File: config.mk
export PLATFORM = sky130hd
export DESIGN_NAME = gen_output_packer
export DESIGN_NICKNAME = d
export VERILOG_FILES = /design/src/rtl/gen_output_packer.sv
export SDC_FILE = /design/constraint.sdc
export NUM_CORES = 1
export LEC_CHECK = 0
export BUFFER_PORTS_ARGS = -buffer_cell sky130_fd_sc_hd__buf_4
export CORE_ASPECT_RATIO = 1.2
export CORE_MARGIN = 3
export CORE_UTILIZATION = 63
export DETAILED_ROUTE_END_ITERATION = 7
export PLACE_DENSITY = 0.79
export SYNTH_ARGS = -nofsm -noshare
export SYNTH_HDL_FRONTEND = slang
export SYNTH_SLANG_ARGS = --single-unit
File: constraint.sdc
create_clock -name clk -period 6.83 [get_ports clk]
set_input_delay 0.683 -clock clk [delete_from_list [all_inputs] [get_ports clk]]
set_output_delay 0.683 -clock clk [all_outputs]
set_load 0.02 [all_outputs]
File: src/rtl/gen_output_packer.sv
// gen_output_packer
//   Converts the signed fixed-point tanh stream from generator_v3 into 8-bit
//   unsigned pixels and tags each one with its raster position. Pixels are
//   queued in a first-word-fall-through FIFO and presented on a valid/ready
//   interface. The generator cannot be stalled, so a pixel arriving at a full
//   FIFO with no pop in the same cycle is dropped and the sticky overflow
//   flag is raised.
//
// Ports
//   clk, rst      : single clock, synchronous active-high reset
//   valid_in      : input sample strobe
//   data_in       : signed two's complement sample, FRAC_BITS fractional bits
//   m_valid       : head entry of the FIFO is valid
//   m_ready       : sink accepts the head entry
//   m_pixel       : unsigned pixel (0..255)
//   m_sof/eol/eof : start of frame, end of line, end of frame flags
//   frame_done    : one-cycle pulse when the last sample of a frame is taken
//   frame_count   : completed input frames, wraps at 2^16
//   overflow      : sticky, a pixel was dropped because the FIFO was full
module gen_output_packer #(
    parameter int unsigned DATA_WIDTH = 16,
    parameter int unsigned FRAC_BITS  = 8,
    parameter int unsigned IMG_W      = 32,
    parameter int unsigned IMG_H      = 32,
    parameter int unsigned FIFO_DEPTH = 16
) (
    input  logic                  clk,
    input  logic                  rst,
    input  logic                  valid_in,
    input  logic [DATA_WIDTH-1:0] data_in,
    output logic                  m_valid,
    input  logic                  m_ready,
    output logic [7:0]            m_pixel,
    output logic                  m_sof,
    output logic                  m_eol,
    output logic                  m_eof,
    output logic                  frame_done,
    output logic [15:0]           frame_count,
    output logic                  overflow
);

    localparam int unsigned COL_W = (IMG_W > 1) ? $clog2(IMG_W) : 1;
    localparam int unsigned ROW_W = (IMG_H > 1) ? $clog2(IMG_H) : 1;
    localparam int unsigned AW    = $clog2(FIFO_DEPTH);
    localparam int unsigned UW    = DATA_WIDTH + 1;
    localparam int unsigned PW    = DATA_WIDTH + 9;
    localparam int unsigned EW    = 11;

    localparam logic [COL_W-1:0]     COL_LAST = COL_W'(IMG_W - 1);
    localparam logic [ROW_W-1:0]     ROW_LAST = ROW_W'(IMG_H - 1);
    localparam logic signed [UW-1:0] ONE      = UW'(1 << FRAC_BITS);
    localparam logic signed [UW-1:0] NEG_ONE  = -ONE;
    localparam logic [AW:0]          FULL_CNT = (AW + 1)'(FIFO_DEPTH);

    // ---------------- position counters ----------------
    logic [COL_W-1:0] col;
    logic [ROW_W-1:0] row;
    logic             at_sof, at_eol, at_eof;

    assign at_sof = (col == '0) && (row == '0);
    assign at_eol = (col == COL_LAST);
    assign at_eof = at_eol && (row == ROW_LAST);

    // Counters run on every accepted sample, independent of FIFO drops,
    // so raster alignment survives an overflow.
    always_ff @(posedge clk) begin
        if (rst) begin
            col         <= '0;
            row         <= '0;
            frame_done  <= 1'b0;
            frame_count <= '0;
        end else begin
            frame_done <= 1'b0;
            if (valid_in) begin
                if (at_eol) begin
                    col <= '0;
                    if (row == ROW_LAST) begin
                        row         <= '0;
                        frame_done  <= 1'b1;
                        frame_count <= frame_count + 16'd1;
                    end else begin
                        row <= row + 1'b1;
                    end
                end else begin
                    col <= col + 1'b1;
                end
            end
        end
    end

    // ---------------- stage 1: clamp and offset ----------------
    logic signed [UW-1:0] din_ext;
    logic signed [UW-1:0] clamped;
    logic        [UW-1:0] u_next;

    always_comb begin
        din_ext = {data_in[DATA_WIDTH-1], data_in};
        if (din_ext > ONE) begin
            clamped = ONE;
        end else if (din_ext < NEG_ONE) begin
            clamped = NEG_ONE;
        end else begin
            clamped = din_ext;
        end
        u_next = clamped + ONE;
    end

    logic          s1_valid;
    logic [UW-1:0] s1_u;
    logic          s1_sof, s1_eol, s1_eof;

    always_ff @(posedge clk) begin
        if (rst) begin
            s1_valid <= 1'b0;
            s1_u     <= '0;
            s1_sof   <= 1'b0;
            s1_eol   <= 1'b0;
            s1_eof   <= 1'b0;
        end else begin
            s1_valid <= valid_in;
            if (valid_in) begin
                s1_u   <= u_next;
                s1_sof <= at_sof;
                s1_eol <= at_eol;
                s1_eof <= at_eof;
            end
        end
    end

    // ---------------- stage 2: scale to 8 bits ----------------
    logic [PW-1:0] prod;
    logic [PW-1:0] scaled;
    logic [7:0]    pix;

    // u <= 2^(FRAC_BITS+1) bounds the result to 255; the saturation only
    // keeps every product bit observed.
    always_comb begin
        prod   = PW'(s1_u) * PW'(255);
        scaled = prod >> (FRAC_BITS + 1);
        pix    = (|scaled[PW-1:8]) ? 8'hFF : scaled[7:0];
    end

    logic          s2_valid;
    logic [EW-1:0] s2_entry;

    always_ff @(posedge clk) begin
        if (rst) begin
            s2_valid <= 1'b0;
            s2_entry <= '0;
        end else begin
            s2_valid <= s1_valid;
            if (s1_valid) begin
                s2_entry <= {pix, s1_sof, s1_eol, s1_eof};
            end
        end
    end

    // ---------------- output FIFO (first-word-fall-through) ----------------
    logic [EW-1:0] mem [FIFO_DEPTH];
    logic [AW-1:0] wr_ptr, rd_ptr;
    logic [AW:0]   count;
    logic [EW-1:0] hold;
    logic [EW-1:0] out_entry;
    logic          empty, full, pop, push, drop;

    assign empty = (count == '0);
    assign full  = (count == FULL_CNT);
    assign pop   = !empty && m_ready;
    // A pop frees the slot in the same cycle, so a full FIFO can still
    // accept the stage-2 pixel when the sink drains one.
    assign push  = s2_valid && (!full || pop);
    assign drop  = s2_valid && full && !pop;

    always_ff @(posedge clk) begin
        if (push) begin
            mem[wr_ptr] <= s2_entry;
        end
    end

    always_ff @(posedge clk) begin
        if (rst) begin
            wr_ptr   <= '0;
            rd_ptr   <= '0;
            count    <= '0;
            hold     <= '0;
            overflow <= 1'b0;
        end else begin
            if (push) begin
                wr_ptr <= wr_ptr + 1'b1;
            end
            if (pop) begin
                rd_ptr <= rd_ptr + 1'b1;
                hold   <= mem[rd_ptr];
            end
            case ({push, pop})
                2'b10:   count <= count + 1'b1;
                2'b01:   count <= count - 1'b1;
                default: count <= count;
            endcase
            if (drop) begin
                overflow <= 1'b1;
            end
        end
    end

    // When empty, the data lines keep showing the last popped entry.
    assign out_entry = empty ? hold : mem[rd_ptr];
    assign m_valid   = !empty;
    assign m_pixel   = out_entry[10:3];
    assign m_sof     = out_entry[2];
    assign m_eol     = out_entry[1];
    assign m_eof     = out_entry[0];

endmodule

==> impl_summary.md, run 1 <==
Global routing
Entering global routing, the biggest net connects 87 pins. In the global route stage, met3 resource usage came out at 2.33%. Global routing consumed, on the met1 layer, 30.0% of the routing resources. Global routing used 24.0% of the available tracks across all layers. The number of antenna violations at the first check in global routing is 0.

The global-route met2 utilization is 44.5%. The first global-routing pass estimated 45400 um of wire. The most congested layer reported by global routing is met2. The number of global-route vias before repair was 8698. The overflow left after global routing is 0.

Drt
Dividing the detail-routed via count by the number of cells gives 5.86. The number of DRC violations after detailed-routing iteration 0 is 569. After detailed routing, the average wire length per cell comes to 19.1 um. The total wirelength of the detailed-routed design is 27200 um. Before antenna repair, the detailed router went through 5 iterations. In this run the remaining antenna-violating nets after routing total 0. For this run, design rule violations remaining after detail routing come to 0. The count of vias placed by the detailed router is 8320.

Synthesis
The synthesized design contains 176 enable-type register cells. The multiplexer fraction of the synthesized cell area is 10.4%. After technology mapping, the gate count stands at 1086.

Synthesis inferred 265 register bits. The average size of a mapped cell is 12.7 um2. The synthesized-area fraction occupied by adder cells is 16.4%. After synthesis, the share of flip-flops with an asynchronous set or reset is 0%. The share of the yosys chip area belonging to registers is 51.1%. The cell accounting for the most synthesized area is edfxtp_1. The dominant synthesized flop cell is edfxtp_1. The cell area after synthesis is 0.0138 mm2.

Summing the areas of all compound-gate instances in the mapped netlist gives 5.88% of the synthesized area. Ranked by total cell area, the synthesized netlist is headed by edfxtp_1, dfxtp_1, fa_1, mux4_2, ha_1. The area fraction in and, or, nand and nor cells after synthesis is 8.75%. The combinational family with the most area after synthesis is adder cells. The post-synthesis net count is 1242. By count the netlist is led by edfxtp_1, inv_1, nor2_1, dfxtp_1, fa_1.

The most frequent cell after synthesis is edfxtp_1. The area share of xor/xnor cells in the synthesized design is 2.47%. During synthesis, Yosys emitted a total of 0 warnings. The number of unique standard cell types used by synthesis is 62. The proportion of netlist area held by the largest area contributor is 38.2%.

Place
The worst slack at placement is 1.19 ns. Buffers placed on the I/O ports in this run total 49. Summing all placed instances gives a cell area of 0.0144 mm2. The final weighted congestion in routability-driven placement is 0.838. The detailed-placement wirelength estimate is 19300 um.

STA
The final period demand of the worst path is 5.67 ns. Setup repair after global routing left no endpoint under its margin. The worst clock skew is 0.0125 ns.

Dividing the final minimum period by the clock period gives 83.1%. The final count of negative-setup-slack endpoints is 0. The least setup slack across all paths after layout is 1.16 ns. The total count of max-transition violations in the final report was 0. The peak clock frequency supported by timing is 176 MHz. The final count of hold timing violations was 0. The measured slew at the worst slew-check pin is 1.34 ns. Setup total negative slack on the finished layout was measured at 0 ns. The headroom to the max-slew limit is 10.2%.

Finish
Of the cells placed in the final design, the portion with a size suffix greater than 1 is 14.9%. The summed area of non-filler cells in the final layout is 0.0152 mm2. From synthesis to final layout, the design area changed by 9.91%. In the final design database the tool counted 1288 nets. The final antenna diode count is 0.

Clocking
Once the clock tree was built, the resizer swapped 0 gates to a different size. The number of buffers created by CTS is 26. The hold buffer count at CTS is 0. For this design, the sink count on the clock tree is 265. In this run the deepest clock path goes through 3 buffers. TritonCTS built the clock tree. The clock transition time at the flip-flop clock pins of the worst setup and hold paths is 0.06 ns. The buffer cell driving the clock tree root is clkbuf_16. The later-pin clock latency in the skew report is 0.53 ns. The number of setup buffers added after CTS is 0. The H-tree depth is 1.

Floorplan
The initial core utilization is 65.1%. During I/O placement, the number of pins put on the boundary was 50. The die area is 0.0238 mm2.

The die extent in y is 168 um. The width of the chip is 141 um. The floorplan step defined a core boundary enclosing 0.0213 mm2.

The number of placement rows is 58.

Worst setup path
The peak fanout along the critical path is 8. The worst setup slack for register-to-register paths is 1.16 ns. The worst stage delay on the critical path is 0.56 ns. The critical path endpoint category is a register. The kind of critical path is register to register.

Traced cell by cell, the critical path runs through inv_1, fa_1, inv_1, fa_1, fa_1, inv_1, fa_1, inv_1, ha_1, a21oi_1, o21ai_0, a31oi_1, o31ai_1, xor2_1, or4_4, nor4_4, a211oi_1. The startpoint of the worst-slack reg-to-reg timing path is s1_u[9]. The arrival time of the worst setup path is 6.02 ns. The sort of element at the start of the critical path is a register. In this run the critical register-to-register path is captured at s2_entry[10].

STA puts the critical path data required time at 7.18 ns. The cell with the largest stage delay on the worst path is fa_1. The number of cells on the worst reg-to-reg path is 17.

Worst hold path
The worst hold path belongs to the class input pin to register. The worst hold path was traced through 3 stages. The worst min-delay path startpoint is data_in[3].

The endpoint with the worst hold slack is s1_u[3].

Status
The run finished with clean final reports.

Flow run
The tool flagged a number of max-cap violations equal to 0.

Power
Dividing total power by cell area gives a power density of 287 mW/mm2. The analysis attributes to cell leakage a power of 5.93 nW. The total power draw is 4.36 mW. The worst-case IR drop observed on VDD is 0.324 mV.
[routing by layer]
metal / wire [um] / vias up
li1: - / 3909
met1: 10700 / 4154
met2: 14900 / 210
met3: 1010 / 47
met4: 649 / 0
met5: 0 / -
[layout make-up]
| type | count | area (um2) |
|---|---|---|
| Clock buffer | 31 | 691 |
| Clock inverter | 16 | 85.1 |
| Fill cell | 1382 | 6060 |
| Inverter | 141 | 529 |
| Multi-Input combinational cell | 642 | 6070 |
| Sequential cell | 265 | 7070 |
| Tap cell | 270 | 338 |
| Timing Repair Buffer | 56 | 420 |
[where the power goes]
group / internal [mW] / switching [mW] / leakage (nW)
clock: 0.723 / 0.575 / 0.382
sequential: 1.76 / 0.0895 / 2.34
combinational: 0.545 / 0.660 / 3.21
[stage by stage]
| stage | instances | utilization, % | hold WS (ns) |
|---|---|---|---|
| floorplan | 1086 | - | 0.434 |
| global placement | 1374 | 67.9 | 0.439 |
| finish | 1421 | 71.5 | 0.411 |
| global route | 1421 | 71.5 | 0.408 |
| detailed placement | 1374 | 67.9 | 0.449 |
| CTS | 1421 | 71.5 | 0.395 |
[sequential cells by signal (all words and copies together), names as in the netlist, named ones only]
name	count
s1_valid	1
s2_valid	1
s1_u	17
count	5
frame_done	1
s2_entry	11
s1_eol	1
rd_ptr	4
wr_ptr	4
hold	11
frame_count	16
s1_eof	1
overflow	1
col	5
s1_sof	1
mem	176
row	5
[worst max path at each step]
stage	startpoint	to	slack, ns	cells after the start
after detailed placement	s1_u[9]	s2_entry[4]	1.19	17
after global routing	s1_u[9]	s2_entry[10]	0.82	17
after CTS	s1_u[9]	s2_entry[10]	1.14	17
final	s1_u[9]	s2_entry[10]	1.16	17
after floorplan	s1_u[9]	s2_entry[9]	1.70	17
after global placement	s1_u[9]	s2_entry[9]	1.39	17
[cells by family (layout without fill, tap and decap cells)]
family / after synthesis / after routing
compound gates: 136 / 136
flops: 265 / 265
xor+xnor: 39 / 39
buf+inv: 179 / 244
fa+ha+maj: 136 / 136
mux: 74 / 74
simple gates: 257 / 257
[critical path, delay by kind of cell, from the launching register on]
kind / cells / cell delay, ns
AO/OA/AOI/OAI: 5 / 1.03
XOR/XNOR: 1 / 0.14
buffers and inverters: 4 / 0.32
flip-flops: 1 / 0.43
AND/OR/NAND/NOR: 2 / 1.06
adder cells (fa/ha/maj): 5 / 2.52
[layout by cell type, fill, tap and decap left out, drive strengths merged, types with 2 or more instances in the layout]
master,instances
a211oi,10
a21o,5
a21oi,64
a22oi,10
a31oi,5
and3,12
buf,56
clkbuf,31
clkinv,14
dfxtp,89
edfxtp,176
fa,75
ha,61
inv,142
mux2,12
mux2i,7
mux4,55
nand2,74
nand2b,6
nand3,13
nand3b,2
nand4,8
nor2,99
nor2b,3
nor3,14
nor4,5
o211a,2
o211ai,3
o21ai,25
o21bai,2
o311ai,2
or3,10
or4,3
xnor2,14
xor2,25
No activity file was read; power rests on OpenSTA's default activity.
==> run 2: changes to the inputs <==
--- a/config.mk
+++ b/config.mk
@@ -5,6 +5,7 @@
 export SDC_FILE = /design/constraint.sdc
 export NUM_CORES = 1
 export LEC_CHECK = 0
+export ABC_AREA = 1
 export BUFFER_PORTS_ARGS = -buffer_cell sky130_fd_sc_hd__buf_4
 export CORE_ASPECT_RATIO = 1.2
 export CORE_MARGIN = 3
==> constraint.sdc (replaced) <==
create_clock -name clk -period 5.7 [get_ports clk]
set_input_delay 0.57 -clock clk [delete_from_list [all_inputs] [get_ports clk]]
set_output_delay 0.57 -clock clk [all_outputs]
set_load 0.02 [all_outputs]
==> run 2 against run 1 <==
Effect of this change: worst hold slack got worse by 0.11 ns; sequential power rose by 24%; maximum frequency rose by 22%; register-to-register slack got worse by 0.11 ns; largest cell class unchanged; combinational power rose by 92%; critical path type unchanged.
==> impl_summary.md, run 2 <==
Drt
The count of vias placed by the detailed router is 10.5k (+26%). The detailed-router iteration count before antenna repair is 5 (unchanged). The via density per instance was 5.46 (-6.7%). The average routed wire per standard cell is 16.4 um (-15%). The total wirelength of the detailed-routed design is 31400 um (+16%). The number of DRC violations after detailed-routing iteration 0 is 614 (+7.9%). The DRC violations left is 0 (unchanged).

The remaining antenna violation count after routing is 0 (unchanged).

STA
The worst clock skew was 0.0122 ns (-0.000353 ns). Setup repair after global routing left no endpoint under its margin. The final count of hold timing violations is 0 (unchanged). The measured slew at the worst slew-check pin was 1.28 ns (-0.0655 ns). The final count of negative-setup-slack endpoints was 0 (unchanged). The setup TNS was 0 ns (unchanged). The minimum hold slack was 0.299 ns (-0.111 ns). The peak clock frequency supported by timing came to 215 MHz (+22%). The headroom to the max-slew limit is 14.8% (+4.6 points). The final period demand of the worst path is 4.65 ns (-1.02 ns). The final clock period utilization by the worst path is 81.6% (-1.4 points).

The total count of max-transition violations in the final report is 0 (unchanged).

Synthesis
The share of the yosys chip area belonging to registers is 47.4% (-3.7 points). The share of synthesized flip-flops with an asynchronous set or reset is 0% (unchanged). The post-synthesis net count is 1708 (+38%).

The commonest cells after synthesis are inv_1, nand2_1, edfxtp_1, a21oi_1, o21ai_0. By area the synthesized netlist is led by edfxtp_1, dfxtp_1, fa_1, inv_1, nand2_1. The proportion of netlist area held by the largest area contributor is 35.5% (-2.7 points). The most frequent cell after synthesis is inv_1. The number of synthesized register bits came to 265 (unchanged). The synthesized design spends more area on one cell type than any other, namely edfxtp_1. The dominant synthesized flop cell is edfxtp_1. The cell area after synthesis is 0.0149 mm2 (+7.7%). The average size of a mapped cell is 9.60 um2 (-25%).

The number of unique standard cell types used by synthesis is 48 (-23%). The cell count after synthesis is 1552 (+43%). The number of enable-type register cells in the synthesized netlist was 176 (unchanged). The number of warning messages in the yosys log came to 0 (unchanged).

Finish
The commonest non-fill, non-tap cell in the layout is inv_1. The largest registers in the layout are mem x176, s1_u x17, frame_count x16. The final antenna diode count is 0 (unchanged).

The area added between synthesis and finish is 10.1%. The final-stage net count was 1741 (+35%). The register bank with the most flops is mem. The post-route core utilization was 70.7% (-0.78 points). The top cell types in the final layout, fill and taps aside, are inv_1, nand2_1, edfxtp_1, a21oi_1, o21ai_0. The sequential cell area in the final layout is 0.00707 mm2 (about the same). The number of inserted filler cells in the final layout came to 1710 (+24%). The fraction of layout cells with a size suffix above 1 is 8.97% (-6.0 points). The final non-filler cell total is 1921 (+35%).

The flip-flop count of the largest register after layout was 176 (unchanged). The area used by multi-input combinational logic is 0.00643 mm2 (+5.9%).

Global routing
The global-route met3 utilization is 2.87% (+0.54 points). The number of global-route vias before repair is 10.6k (+22%). The met1 usage is 29.7% (-0.35 points). The global-route met2 utilization came to 47.1% (+2.6 points). After global routing, the most crowded layer is met2. The maximum number of pins on one net before global-route repair is 87 (unchanged). The overflow left after global routing is 0 (unchanged). The number of antenna violations at the first check in global routing is 0 (unchanged). The overall track demand over capacity in global routing is 25.0% (+0.97 points). The first-pass GRT wire length was 51500 um (+14%).

Worst hold path
The tightest min-delay check is of the input pin to register type. In this run the most critical hold path is launched from data_in[0]. The worst hold path depth is 3 (unchanged).

Floorplan
The initial core utilization is 64.2% (-0.82 points). The width of the chip came to 146 um (+3.6%). The number of placement rows was 61 (+5.2%). The die extent in y came to 174 um (+3.7%).

The placeable core area is 0.0232 mm2 (+9.1%). The count of boundary I/O pins was 50 (unchanged). The die area is 0.0255 mm2 (+7.4%).

Worst setup path
The kind of critical path is register to register. The sort of element at the start of the critical path is a register. The worst setup path is captured at a register. The worst stage delay on the critical path is 0.58 ns (+0.02 ns). The number of cells on the worst reg-to-reg path came to 20 (+3). The data required time of the critical path is 6.13 ns (-1.05 ns).

The worst setup slack for register-to-register paths is 1.05 ns (-0.11 ns). The instance count on the critical path was 20 (+3). The worst path buffer plus inverter count came to 4 (unchanged). The arrival time of the worst setup path is 5.08 ns (-0.94 ns). The critical path starts at s1_u[9]. The largest individual stage delay along the critical path comes from the cell fa_1. Walking the worst path, the cells encountered are inv_1, fa_1, inv_1, fa_1, fa_1, inv_1, fa_1, inv_1, ha_1, nand2_1, nor2_2, nand2_1, nor2_1, nand2_1, nand4_1, nand2_1, nor2_2, nand2_2, nor2_8, a21oi_2.

The largest delay contributor family on the critical path is adder cells. The startpoint of the worst-slack reg-to-reg timing path is s1_u[9]. The peak fanout along the critical path was 8 (unchanged).

Flow run
The max-capacitance violation count was 0 (unchanged).

Clocking
The number of setup buffers added after CTS is 0 (unchanged). The number of cells upsized or downsized after cts is 0 (unchanged). The H-tree depth is 1 (unchanged). The later-pin clock latency in the skew report is 0.54 ns (about the same). The clock tree from TritonCTS is built.

The clock net sink count is 265 (unchanged). The clock transition time at the flip-flop clock pins of the worst setup and hold paths is 0.06 ns (about the same). The maximum number of buffers from clock root to sink is 3 (unchanged). The buffer cell driving the clock tree root is clkbuf_16. The hold buffer count at CTS is 0 (unchanged). The number of buffers created by CTS is 27 (+3.8%).

Place
The cell count after placement was 1871 (+36%). The count of buffers inserted at the top-level ports is 49 (unchanged). The final weighted congestion in routability-driven placement came to 0.950 (+13%).

The detailed-placement wirelength estimate is 22300 um (+16%).

Power
The reported leakage power is 7.07 nW (+19%). The worst ir drop on vdd is 0.264 mV (-19%). The power per unit of standard cell area is 390 mW/mm2 (+36%).

Status
The run finished with clean final reports.
-- run 2: changes by cell type after synthesis, sizes merged, moves of 12 or more --
cell	change
inv	+173
and3	-12
o211ai	+43
nor2	+16
nand3	+25
mux4	-55
mux2	-12
o21ai	+94
xor2	-17
nand2	+153
clkbuf	+13
a21oi	+55
mux2i	+37
-- run 2: per-layer routing --
metal / share of wire (%) / wire length, um / vias to the layer above
met1: 38 / 12100 / 4999
met4: 3.2 / 993 / 0
met2: 53 / 16800 / 286
met3: 4.9 / 1530 / 58
li1: - / - / 5153
met5: 0 / 0 / -
-- run 2: power by group --
part           total (mW)  switching, mW  internal (mW)  leakage [nW]
Sequential           2.30          0.155           2.14          2.35
Combinational        2.32           1.49          0.832          4.28
Clock                1.79          0.733           1.05         0.445
Total                6.40           2.37           4.03          7.07
-- run 2: worst paths after layout --
check | endpoint
worst max-delay path | s2_entry[4]
worst min-delay path | s1_u[0]
worst max register to register | s2_entry[4]
worst min register to register | s2_entry[2]
-- run 2: layout make-up --
class	instances	area share (%)
Clock inverter	13	0.907
Sequential cell	265	43.1
Multi-Input combinational cell	921	39.2
Tap cell	315	2.40
Clock buffer	37	4.72
Inverter	317	7.27
Timing Repair Buffer	53	2.42
-- run 2: worst register-to-register path: cells and delay by family, from the launching register on --
kind | cells | cell delay (ns)
adder cells (fa/ha/maj) | 5 | 2.51
buffers and inverters | 4 | 0.32
flip-flops | 1 | 0.40
AO/OA/AOI/OAI | 1 | 0.08
AND/OR/NAND/NOR | 10 | 1.20
-- run 2: kinds of logic after synthesis --
family,synth area share (%)
simple gates,12.5
buf+inv,9.43
compound gates,11.5
flops,47.4
fa+ha+maj,15.2
mux,2.95
xor+xnor,0.940
-- run 2: metrics by stage --
stage               area, um2  setup WS [ns]  power (mW)
floorplan               14900           1.41        4.01
global placement        15500           1.13        4.59
detailed placement      15500           1.01        4.66
CTS                     16400           1.02        6.44
global route            16400          0.722        6.81
finish                  16400           1.05        6.40
==> run 3: changes to the inputs <==
--- a/config.mk
+++ b/config.mk
@@ -9,9 +9,9 @@
 export BUFFER_PORTS_ARGS = -buffer_cell sky130_fd_sc_hd__buf_4
 export CORE_ASPECT_RATIO = 1.2
 export CORE_MARGIN = 3
-export CORE_UTILIZATION = 63
+export CORE_UTILIZATION = 57
 export DETAILED_ROUTE_END_ITERATION = 7
-export PLACE_DENSITY = 0.79
+export PLACE_DENSITY = 0.75
 export SYNTH_ARGS = -nofsm -noshare
 export SYNTH_HDL_FRONTEND = slang
 export SYNTH_SLANG_ARGS = --single-unit
==> constraint.sdc (replaced) <==
create_clock -name clk -period 4.2 [get_ports clk]
set_input_delay 0.42 -clock clk [delete_from_list [all_inputs] [get_ports clk]]
set_output_delay 0.42 -clock clk [all_outputs]
set_load 0.02 [all_outputs]
==> run 3 against run 2 <==
Effect of this change: the flow now finishes with violations (setup timing); design area is 5.0% higher; die area is 10% higher; sequential cell count did not move; setup slack got worse by 1.2 ns; cell count grew 4.0%; first-iteration DRC count is 17% lower; clock skew grew 0.0051 ns; highest routed layer unchanged.
==> impl_summary.md, run 3 (synthesized netlist as in run 2, its figures left out) <==
STA
The minimum hold slack is 0.144 ns (-0.156 ns). The final count of hold timing violations is 0 (unchanged). The final count of negative-setup-slack endpoints is 8 (+8).

The worst clock skew is 0.0173 ns (+0.00513 ns). The headroom to the max-slew limit is 26.5% (+12 points). The final clock period utilization by the worst path is 103% (+21 points). The final period demand of the worst path is 4.31 ns (-0.343 ns).

The measured slew at the worst slew-check pin is 1.10 ns (-0.178 ns). The total count of max-transition violations in the final report is 0 (unchanged). The peak clock frequency supported by timing came to 232 MHz (+8.0%). Setup repair after global routing could not meet its margin everywhere. The least setup slack across all paths after layout is -0.109 ns (-1.16 ns).

Floorplan
The width of the chip is 154 um (+4.9%). The initial core utilization is 58.2% (-6.1 points). The placeable core area was 0.0256 mm2 (+10%). The count of boundary I/O pins is 50 (unchanged). The die extent in y is 183 um (+5.0%). The number of placement rows is 64 (+4.9%). The die area is 0.0281 mm2 (+10%).

Global routing
The number of antenna violations at the first check in global routing came to 0 (unchanged). The first-pass GRT wire length came to 52900 um (+2.6%). The number of global-route vias before repair was 10.9k (+3.3%). The maximum number of pins on one net before global-route repair is 80 (-8.0%). The overflow left after global routing is 0 (unchanged). The overall track demand over capacity in global routing is 23.1% (-1.9 points).

Worst setup path
The worst setup path is of the register to register kind. The number of cells on the worst reg-to-reg path was 22 (+10%). On the critical path, the stage with the largest delay is an instance of fa_1.

The critical path endpoint category is a register. The peak fanout along the critical path came to 8 (unchanged). The cell occurring most often along the worst timing path is fa_1. The largest delay contributor family on the critical path is adder cells.

The worst path buffer plus inverter count is 6 (+2). The arrival time of the worst setup path is 4.72 ns (-0.36 ns). Traced cell by cell, the critical path runs through inv_4, fa_1, buf_6, fa_1, inv_1, fa_1, inv_2, fa_1, inv_2, ha_4, nand2_4, inv_2, a21oi_2, nor2_1, nor2_1, nand2_1, nand2_1, nand2_1, nor2_2, nand3_2, nor2_8, a21oi_2. The data required time of the critical path came to 4.61 ns (-1.52 ns). The worst stage delay on the critical path was 0.53 ns (-0.05 ns). The instance count on the critical path came to 22 (+10%).

STA classifies the critical path startpoint as a register.

Finish
The flip-flop count of the largest register after layout is 176 (unchanged). The final-stage net count is 1804 (+3.6%). The largest registers in the layout are mem x176, s1_u x17, frame_count x16. The summed area of non-filler cells in the final layout was 0.0172 mm2 (+5.0%).

The area added between synthesis and finish is 15.6%. The number of inserted filler cells in the final layout is 1952 (+14%). mem holds more flip-flops than any other register. The top cell types in the final layout, fill and taps aside, are inv_1, nand2_1, edfxtp_1, buf_4, o21ai_0. The final antenna diode count is 0 (unchanged).

The commonest non-fill, non-tap cell in the layout is inv_1. The fraction of layout cells with a size suffix above 1 is 17.2% (+8.2 points).

Clocking
The root buffer cell chosen for the clock tree is clkbuf_16. The later-pin clock latency in the skew report came to 0.54 ns (about the same). The hold buffer count at CTS was 0 (unchanged).

The clock net sink count is 265 (unchanged). The clock transition time at the flip-flop clock pins of the worst setup and hold paths is 0.07 ns (about the same). The maximum number of buffers from clock root to sink was 3 (unchanged). The clock tree from TritonCTS is built. The number of buffers created by CTS is 26 (-3.7%). The H-tree depth was 1 (unchanged).

Place
The count of buffers inserted at the top-level ports came to 49 (unchanged). The worst slack at placement is -0.264 ns (-1.28 ns). The post-placement cell area is 0.0160 mm2 (+3.0%). The detailed-placement wirelength estimate is 22400 um (+0.40%). The final weighted congestion in routability-driven placement came to 0.876 (-7.8%).

Worst hold path
The worst hold path depth is 3 (unchanged). The tightest min-delay check is of the input pin to register type.

Drt
The count of vias placed by the detailed router was 10.6k (+1.2%). The detailed-router iteration count before antenna repair is 5 (unchanged). The via density per instance was 5.32 (-2.7%). The remaining antenna violation count after routing is 0 (unchanged). The total wirelength of the detailed-routed design is 32100 um (+2.2%).

The DRC violations left is 0 (unchanged). The number of DRC violations after detailed-routing iteration 0 is 511 (-17%). The average routed wire per standard cell is 16.1 um (-1.7%).

Power
The power dissipated by switching net loads is 3.49 mW (+47%). The sequential fraction of design power is 32.8% (-3.1 points). The fraction of power spent switching nets is 37.5% (+0.40 points). The clock share of power is 24.8% (-3.1 points).

The reported leakage power was 7.37 nW (+4.3%). The worst ir drop on vdd is 0.370 mV (+40%). The power per unit of standard cell area came to 540 mW/mm2 (+39%). The cell-internal power is 5.82 mW (+45%). The combinational fraction of design power was 42.4% (+6.2 points).

Flow run
The max-capacitance violation count is 0 (unchanged).

Status
The checks that failed: setup timing. The flow ran to the end, but the final reports show violations.
-- run 3: cell type report --
cell class / instances / area [um2] / share of cell area, %
clock buffers: 30 / 666 / 3.86
clock inverters: 17 / 186 / 1.08
inverters: 317 / 1200 / 6.96
multi-input cells: 921 / 6780 / 39.3
flip-flops and latches: 265 / 7090 / 41.2
well taps: 330 / 413 / 2.40
repair buffers: 117 / 895 / 5.19
-- run 3: layer usage --
layer  vias to the layer above  wire length [um]  track usage, %
met3                        74              1510            2.27
li1                       5275                 -               -
met5                         -                 0               0
met4                         0              1240            9.54
met1                      5003             12300            26.7
met2                       266             17000            43.8
-- run 3: power by group through the flow --
stage / Sequential, mW / Clock (mW) / Combinational (mW)
after floorplan: 3.02 / 0 / 2.45
after global placement: 3.10 / 0 / 3.42
after detailed placement: 3.11 / 0 / 3.49
after CTS: 3.05 / 2.34 / 3.89
after global routing: 3.08 / 2.44 / 4.38
final: 3.06 / 2.31 / 3.95
-- run 3: path summary, 6_finish.rpt --
path                            startpoint           to  slack (ns)
worst max-delay path               s1_u[6]  s2_entry[3]       -0.11
worst min register to register      s1_eof       s1_eof        0.47
worst min-delay path            data_in[4]      s1_u[4]        0.14
worst max register to register     s1_u[6]  s2_entry[3]       -0.11
-- run 3: timing repair --
action	4_1_cts	5_1_grt
setup endpoints to repair	8	8
hold endpoints to repair	0	0
buffers inserted	8	2
pin swaps	54	17
resized for setup	75	18
-- run 3: through the flow --
stage          util, %  power (mW)  std cells  TNS (ns)
3_5_place_dp      62.3        6.60       1940     -2.10
2_1_floorplan        -        5.47       1552         0
6_report          67.3        9.31       1997    -0.844
4_1_cts           67.0        9.28       1995    -0.591
5_1_grt           67.3        9.90       1997     -2.31
3_3_place_gp      62.3        6.52       1940     -1.52
-- run 3: worst min-delay path: cells and delay by family --
family | cells | cell delay, ns
AOI/OAI and AO/OA | 1 | 0.05
buffers and inverters | 1 | 0.11
and+or+nand+nor | 1 | 0.05
